$ cat config.mk
export PLATFORM = sky130hd
export DESIGN_NAME = global_history_updater
export DESIGN_NICKNAME = d
export VERILOG_FILES = /design/src/rtl/global_history_updater.sv
export SDC_FILE = /design/constraint.sdc
export NUM_CORES = 1
export LEC_CHECK = 0
export ABC_CLOCK_PERIOD_IN_PS = 14950
export CAP_MARGIN = 20
export CELL_PAD_IN_SITES_DETAIL_PLACEMENT = 1
export CELL_PAD_IN_SITES_GLOBAL_PLACEMENT = 1
export CORE_AREA = 2 2 235 237
export DETAILED_ROUTE_END_ITERATION = 10
export DIE_AREA = 0 0 237 239
export PLACE_DENSITY = 0.95
export SKIP_CTS_REPAIR_TIMING = 1
export SYNTH_ARGS = -nofsm -noshare
export SYNTH_HDL_FRONTEND = slang
export SYNTH_SLANG_ARGS = --single-unit
$ cat constraint.sdc
create_clock -name i_clk -period 14.95 [get_ports i_clk]
set_clock_uncertainty 0.2 [all_clocks]
set_input_delay 4.485 -clock i_clk [delete_from_list [all_inputs] [get_ports i_clk]]
set_output_delay 4.485 -clock i_clk [all_outputs]
set_load 0.05 [all_outputs]
$ cat src/rtl/global_history_updater.sv
// Speculative global-history writer: shifts predicted outcomes into the
// speculative history and keeps an in-order FIFO of pre-branch snapshots.
// A mispredicted branch restores its snapshot with the actual outcome
// shifted in. Every history change is forwarded to the GHR through a
// registered write strobe and registered data.
module global_history_updater #(
    parameter int HIST_WIDTH = 128,
    parameter int DEPTH      = 4
) (
    input  logic                         i_clk,
    input  logic                         i_reset,
    input  logic                         i_predict_valid,
    input  logic                         i_predict_taken,
    input  logic                         i_resolve_valid,
    input  logic                         i_resolve_taken,
    input  logic                         i_resolve_mispredict,
    output logic                         o_stall,
    output logic                         o_hist_write,
    output logic [HIST_WIDTH-1:0]        o_hist_datain,
    output logic [HIST_WIDTH-1:0]        o_spec_history,
    output logic [$clog2(DEPTH+1)-1:0]   o_inflight_count
);

    localparam int CW = $clog2(DEPTH + 1);
    localparam int PW = (DEPTH > 1) ? $clog2(DEPTH) : 1;

    typedef enum logic {
        ST_RUN     = 1'b0,
        ST_RECOVER = 1'b1
    } state_t;

    state_t                r_state;
    state_t                w_next_state;

    logic [HIST_WIDTH-1:0] r_fifo [DEPTH];
    logic [PW-1:0]         r_rd_ptr;
    logic [PW-1:0]         r_wr_ptr;
    logic [CW-1:0]         r_count;
    logic [HIST_WIDTH-1:0] r_spec;
    logic                  r_hist_write;
    logic [HIST_WIDTH-1:0] r_hist_datain;

    logic                  w_run;
    logic                  w_full;
    logic                  w_resolve;
    logic                  w_mispredict;
    logic                  w_pop;
    logic                  w_push;
    logic [HIST_WIDTH-1:0] w_oldest;
    logic [HIST_WIDTH-1:0] w_next_spec;

    // Newest outcome enters at the LSB; the oldest bit falls off the MSB.
    function automatic logic [HIST_WIDTH-1:0] f_shift(input logic [HIST_WIDTH-1:0] hist,
                                                      input logic                  taken);
        return {hist[HIST_WIDTH-2:0], taken};
    endfunction

    // Pointers wrap at DEPTH, which need not be a power of two.
    function automatic logic [PW-1:0] f_ptr_inc(input logic [PW-1:0] ptr);
        return (ptr == PW'(DEPTH - 1)) ? '0 : ptr + 1'b1;
    endfunction

    // Decode what this cycle does: resolves win over predicts, and a full FIFO
    // still accepts a predict when the same cycle frees an entry.
    always_comb begin
        w_run        = (r_state == ST_RUN);
        w_full       = (r_count == CW'(DEPTH));
        w_resolve    = w_run & i_resolve_valid & (r_count != '0);
        w_mispredict = w_resolve & i_resolve_mispredict;
        w_pop        = w_resolve & ~i_resolve_mispredict;
        w_push       = w_run & i_predict_valid & ~w_mispredict & (~w_full | w_pop);
        w_oldest     = r_fifo[r_rd_ptr];
        w_next_spec  = r_spec;
        if (w_mispredict) begin
            w_next_spec = f_shift(w_oldest, i_resolve_taken);
        end else if (w_push) begin
            w_next_spec = f_shift(r_spec, i_predict_taken);
        end
    end

    // State register.
    always_ff @(posedge i_clk or posedge i_reset) begin
        if (i_reset) r_state <= ST_RUN;
        else         r_state <= w_next_state;
    end

    // Next-state logic: a mispredict costs exactly one recovery cycle.
    always_comb begin
        w_next_state = ST_RUN;
        if (w_mispredict) w_next_state = ST_RECOVER;
    end

    // Output logic: fetch is held off while recovering or when no checkpoint is free.
    always_comb begin
        o_stall = (r_state == ST_RECOVER) | w_full;
    end

    // Checkpoint storage; the occupancy pointers alone decide what is valid.
    always_ff @(posedge i_clk) begin
        if (w_push) r_fifo[r_wr_ptr] <= r_spec;
    end

    // FIFO pointers, occupancy, speculative history and the GHR write port.
    always_ff @(posedge i_clk or posedge i_reset) begin
        if (i_reset) begin
            r_rd_ptr      <= '0;
            r_wr_ptr      <= '0;
            r_count       <= '0;
            r_spec        <= '0;
            r_hist_write  <= 1'b0;
            r_hist_datain <= '0;
        end else begin
            if (w_mispredict) begin
                r_rd_ptr <= '0;
                r_wr_ptr <= '0;
                r_count  <= '0;
            end else begin
                if (w_pop)  r_rd_ptr <= f_ptr_inc(r_rd_ptr);
                if (w_push) r_wr_ptr <= f_ptr_inc(r_wr_ptr);
                r_count <= r_count + CW'(w_push) - CW'(w_pop);
            end
            r_spec        <= w_next_spec;
            r_hist_write  <= (w_next_spec != r_spec);
            r_hist_datain <= w_next_spec;
        end
    end

    assign o_hist_write     = r_hist_write;
    assign o_hist_datain    = r_hist_datain;
    assign o_spec_history   = r_spec;
    assign o_inflight_count = r_count;

endmodule

; ---- Yosys cells after proc, flatten, opt, wreduce, memory -nomap -nowiden
; Memory sizes are Yosys's and may differ from the RTL's.
; Cells that the tools add are included.
[word_totals]
ram_bits = 512
ff_bits = 137
mem_bits_ro = 0
elab_cells = 43
latch_bits = 0
mem_count = 1
out_inout_bits = 261
[classes]
addsub = 4
order_cmp = 0
shifts = 0
n_mux = 12
eq_ne = 4
reduce_logical = 3
n_div = 0
mul = 0
n_bitwise = 13
[mem_list]
columns = memory, words, word_bits, read_ports, rd_ports_with_merged_regs, write_ports, line_no
row1 = r_fifo, 4, 128, 1, 0, 1, 35  ; logic [HIST_WIDTH-1:0] r_fifo [DEPTH];
[ops]
columns = op, count
row1 = $mux 128, 2
row2 = $ne 128x128->1, 1
row3 = $mux 2, 6
row4 = $and 1x1->1, 7
row5 = $add 2x1->2 const B, 2
row6 = $eq 2x2->1 const B, 2
row7 = $not 1->1, 4
row8 = $reduce_bool 2->1, 2
row9 = $add 3x1->3, 1
row10 = $eq 3x3->1 const B, 1
row11 = $mux 1, 3
row12 = $mux 3, 1
row13 = $reduce_bool 3->1, 1
row14 = $sub 3x1->3, 1
row15 = $or 1x1->1, 2

; ---- Logic depth before layout (Yosys ltp)
[logic_depth]
ltp_word = 10
ltp_mapped = 14
ltp_nobuf = 11

; ---- Worst setup path after synthesis
; OpenSTA, ideal clock, no wires.
[synth_timing]
kind = input -> register
from = input i_predict_valid
to = memory r_fifo[0][0] (enable)
required_ns = 14.319
path_stages = 5
path_slack_ns = 7.452
arrival_ns = 6.867
path_cell_list = nand2b_1 clkbuf_1 buf_2 a211oi_4 and2_2
[synth_via]
elab_chain_len = 5
[synth_rtl]
columns = item, line_no
row1 = start: declaration, 12  ; input logic i_predict_valid,
row2 = $and 1x1->1 (3 in series), 71  ; w_push = w_run & i_predict_valid & ~w_mispredict & (~w_full | w_pop);
row3 = $mux 1, 100  ; if (w_push) r_fifo[r_wr_ptr] <= r_spec;
row4 = $mux 1 (not written as such), 100
row5 = end: declaration, 35
; Every way passes these cells.

; ---- Worst setup path after layout
[layout_timing]
from = input i_resolve_valid
to = register r_hist_write (netlist: o_hist_write)
[layout_via]
elab_chain_len = 9
word_cells_on_any_way = 11
[layout_rtl]
columns = item, line_no
row1 = start: declaration, 14  ; input logic i_resolve_valid,
row2 = $and 1x1->1 * (2 in series), 68  ; w_resolve = w_run & i_resolve_valid & (r_count != '0);
row3 = $and 1x1->1, 69  ; w_mispredict = w_resolve & i_resolve_mispredict;
row4 = $not 1->1, 71
row5 = $and 1x1->1 (2 in series), 71
row6 = $mux 128, 76  ; end else if (w_push) begin
row7 = $mux 128 *, 74  ; if (w_mispredict) begin
row8 = via w_next_spec[99], 50  ; logic [HIST_WIDTH-1:0] w_next_spec;
row9 = $ne 128x128->1 *, 123  ; r_hist_write <= (w_next_spec != r_spec);
row10 = end signal: assignment, 123
row11 = end: declaration, 40  ; logic r_hist_write;
; Mark *: on every way through the listed nets, which the timed path passes. The rest lies on a longest branch.
; A chain may end at the register's enable or synchronous reset.

==> flow_summary_export.csv <==
group,metric,value,unit
global_routing,grt_max_degree,89,
worst_setup_path,worstPathRequired,15220,ps
drt,drtIter0Drc,2893,
worst_setup_path,critical_path_class,"primary input to flip-flop",
yosys,syn-num-nets,1849,
drt,routed_via_density,6.94,
clock_network,cts_buffer_depth,3,
global_routing,grtUsageTotal,33.7,%
hold_path,holdCritPathClass,"flip-flop to flip-flop",
worst_setup_path,crit_path_end_kind,"flip-flop",
worst_setup_path,arrival,8980,ps
outcome,status,"complete, no violations",
clock_network,root_buffer,"clkbuf_16",
global_routing,grt_pass1_vias,19500,
yosys,synth.distinct_cells,60,
worst_setup_path,crit_fanout,80,
placement,placed_cells,2594,
drt,drcViolationCount,0,
yosys,synth-seq-area-share,67.0,%
timing,rsz0062_at_grt,"no",
timing,hold_viol_final,0,
yosys,syn_inst,1834,
placement,gp_congestion,0.902,
yosys,synth_edf_count,508,
hold_path,hold_depth,2,
timing,tns,0,ps
layout,fill_cells,4916,
layout,drive_gt1_share,13.8,%
clock_network,cts_tree,"built",
timing,final-max-slew-violation-count,0,
placement,dp_hpwl,57000,um
floorplanning,num_rows,86,
drt,ant_nets,0,
floorplanning,start_util,51.3,%
floorplanning,dieArea,0.0566,mm^2
layout,multiInputGateArea,0.00763,mm^2
floorplanning,fp.coreArea,0.0543,mm^2
timing,worst_slew_pin_slew,1040,ps
global_routing,grt_overflow_total,0,
floorplanning,dieHeight,239,um
drt,wl,94700,um
placement,numPortBuffers,267,
floorplanning,fp.dieW,237,um
clock_network,cts_made_buffers,66,
worst_setup_path,rr_worst_depth,10,
layout,fin_nets,1973,
timing,timing.fmax,115,MHz
clock_network,cts-htree-levels,3,
layout,regArea,0.0187,mm^2
clock_network,path_clk_slew,70,ps
global_routing,grt_pass1_wl,139000,um
timing,fin_crit_sh,58.3,%
global_routing,antenna_found_initial,3,
yosys,syn_avg_cell_area,15.2,um^2
layout,final_cell_mix,"508 x edfxtp_1, 267 x clkdlybuf4s50_1, 135 x dfrtp_1",
yosys,async_reset_ff_share,21.2,%
clock_network,clock_sinks,645,
yosys,ys_warn_count,0,
yosys,synth_ff_type,"edfxtp_1",
drt,routedWlPerCell,34.9,um
drt,firstDrtPassIters,6,
drt,vias,18800,
yosys,synth_area,0.0279,mm^2
flow_run,max_cap_viol_count,0,
timing,period_needed,8710,ps
worst_setup_path,start_kind,"primary input",
yosys,synth_seq_cells,645,
layout,fin_cells,2713,
floorplanning,num_io_pins,268,
layout,syn2layout_area_growth,16.3,%
layout,final_common_cell,"edfxtp_1",
clock_network,clk_latency,620,ps
timing,setup_viol_count_final,0,
timing,relSlewSlack,30.5,%
flip-flops by register name, summed over array words and instances, names as in the netlist:
name and cells:
r_rd_ptr 2, r_state 1, r_wr_ptr 2, o_inflight_count 3
o_hist_datain 128, o_hist_write 1, r_fifo 508
cells by family after synthesis:
| group | after synthesis | synth area share [%] |
|---|---|---|
| buf+inv | 276 | 5.78 |
| compound gates | 294 | 6.41 |
| mux | 135 | 10.4 |
| fa+ha+maj | 8 | 0.386 |
| simple gates | 359 | 6.34 |
| xor+xnor | 117 | 3.67 |
| flops | 645 | 67.0 |
path summary, 6_finish.rpt:
check                                        start                           end  slack, ps
max reg2reg                r_rd_ptr[0]$_DFFE_PP0P_        o_hist_write$_DFF_PP0_       9670
max                                i_resolve_valid        o_hist_write$_DFF_PP0_       6240
min in group asynchronous                  i_reset  o_hist_datain[113]$_DFF_PP0_       4230
min                        r_wr_ptr[1]$_DFFE_PP0P_       r_wr_ptr[1]$_DFFE_PP0P_        390
max in group asynchronous                  i_reset       r_rd_ptr[1]$_DFFE_PP0P_       8750
min reg2reg                r_wr_ptr[1]$_DFFE_PP0P_       r_wr_ptr[1]$_DFFE_PP0P_        390
layer usage:
layer | wire (um) | vias to the layer above | share of wire, % | track usage, %
met5 | 28 | - | 0.030 | 0
met4 | 5340 | 4 | 5.6 | 17.3
met3 | 10700 | 359 | 11 | 8.58
met2 | 44700 | 1558 | 47 | 53.0
met1 | 33900 | 9698 | 36 | 43.9
li1 | - | 7198 | - | -
Yosys cell counts (2+ instances only):
master	number	share of area, %
edfxtp_1	508	55
buf_4	137	3.7
dfrtp_1	137	12
mux4_2	124	10
o21ai_0	97	1.7
a31oi_1	96	2.2
nand3_1	94	1.7
nor3_1	92	1.7
xor2_1	84	2.6
nand2_1	68	0.92
a21oi_1	45	0.81
nor2_1	45	0.61
buf_2	42	0.75
clkbuf_1	39	0.52
xnor2_1	33	1.0
inv_1	30	0.40
buf_1	25	0.34
nor4_1	24	0.54
o22ai_1	13	0.29
nand4_1	11	0.25
a22oi_1	8	0.22
mux2i_1	8	0.29
ha_1	7	0.31
a2111oi_0	5	0.16
a31oi_2	5	0.22
nand2b_1	5	0.11
nor2b_1	5	0.11
and2_2	4	0.11
mux2_2	3	0.12
a22o_1	2	0.063
a2bb2oi_1	2	0.063
a32oi_1	2	0.063
a41oi_1	2	0.063
and3_1	2	0.045
nand3b_1	2	0.054
o2111ai_1	2	0.063
o21ai_1	2	0.036
o221ai_1	2	0.063
metrics by stage:
stage / hold WS, ps / setup slack (ps) / cell area, um^2 / utilization, %
2_1_floorplan: 343 / 6600 / 27900 / -
3_3_place_gp: 360 / 6070 / 30300 / 55.7
3_5_place_dp: 384 / 5810 / 30300 / 55.7
4_1_cts: 385 / 6400 / 32400 / 59.7
5_1_grt: 431 / 6110 / 32400 / 59.7
6_report: 389 / 6240 / 32400 / 59.7
worst max-delay path, stage by stage:
cell and delay, ps:
clkdlybuf4s50_1 540, and3b_1 370, nand2_4 440, buf_4 890, buf_4 520, a31oi_1 250
xor2_1 220, nor4_1 310, nand4_1 280, nor4_1 470, nand4_1 170
cell type report:
type	instances	area share, %
clock buffer	91	5.73
antenna	1	0.00771
sequential	645	57.6
tap	704	2.72
multi-input combinational	913	23.5
clock inverter	27	0.999
inverter	31	0.374
timing repair buffer	301	9.03
Power is left out: the tool's default activity adds up to more than one toggle a clock period on the data nets, which glitch-free logic cannot reach.
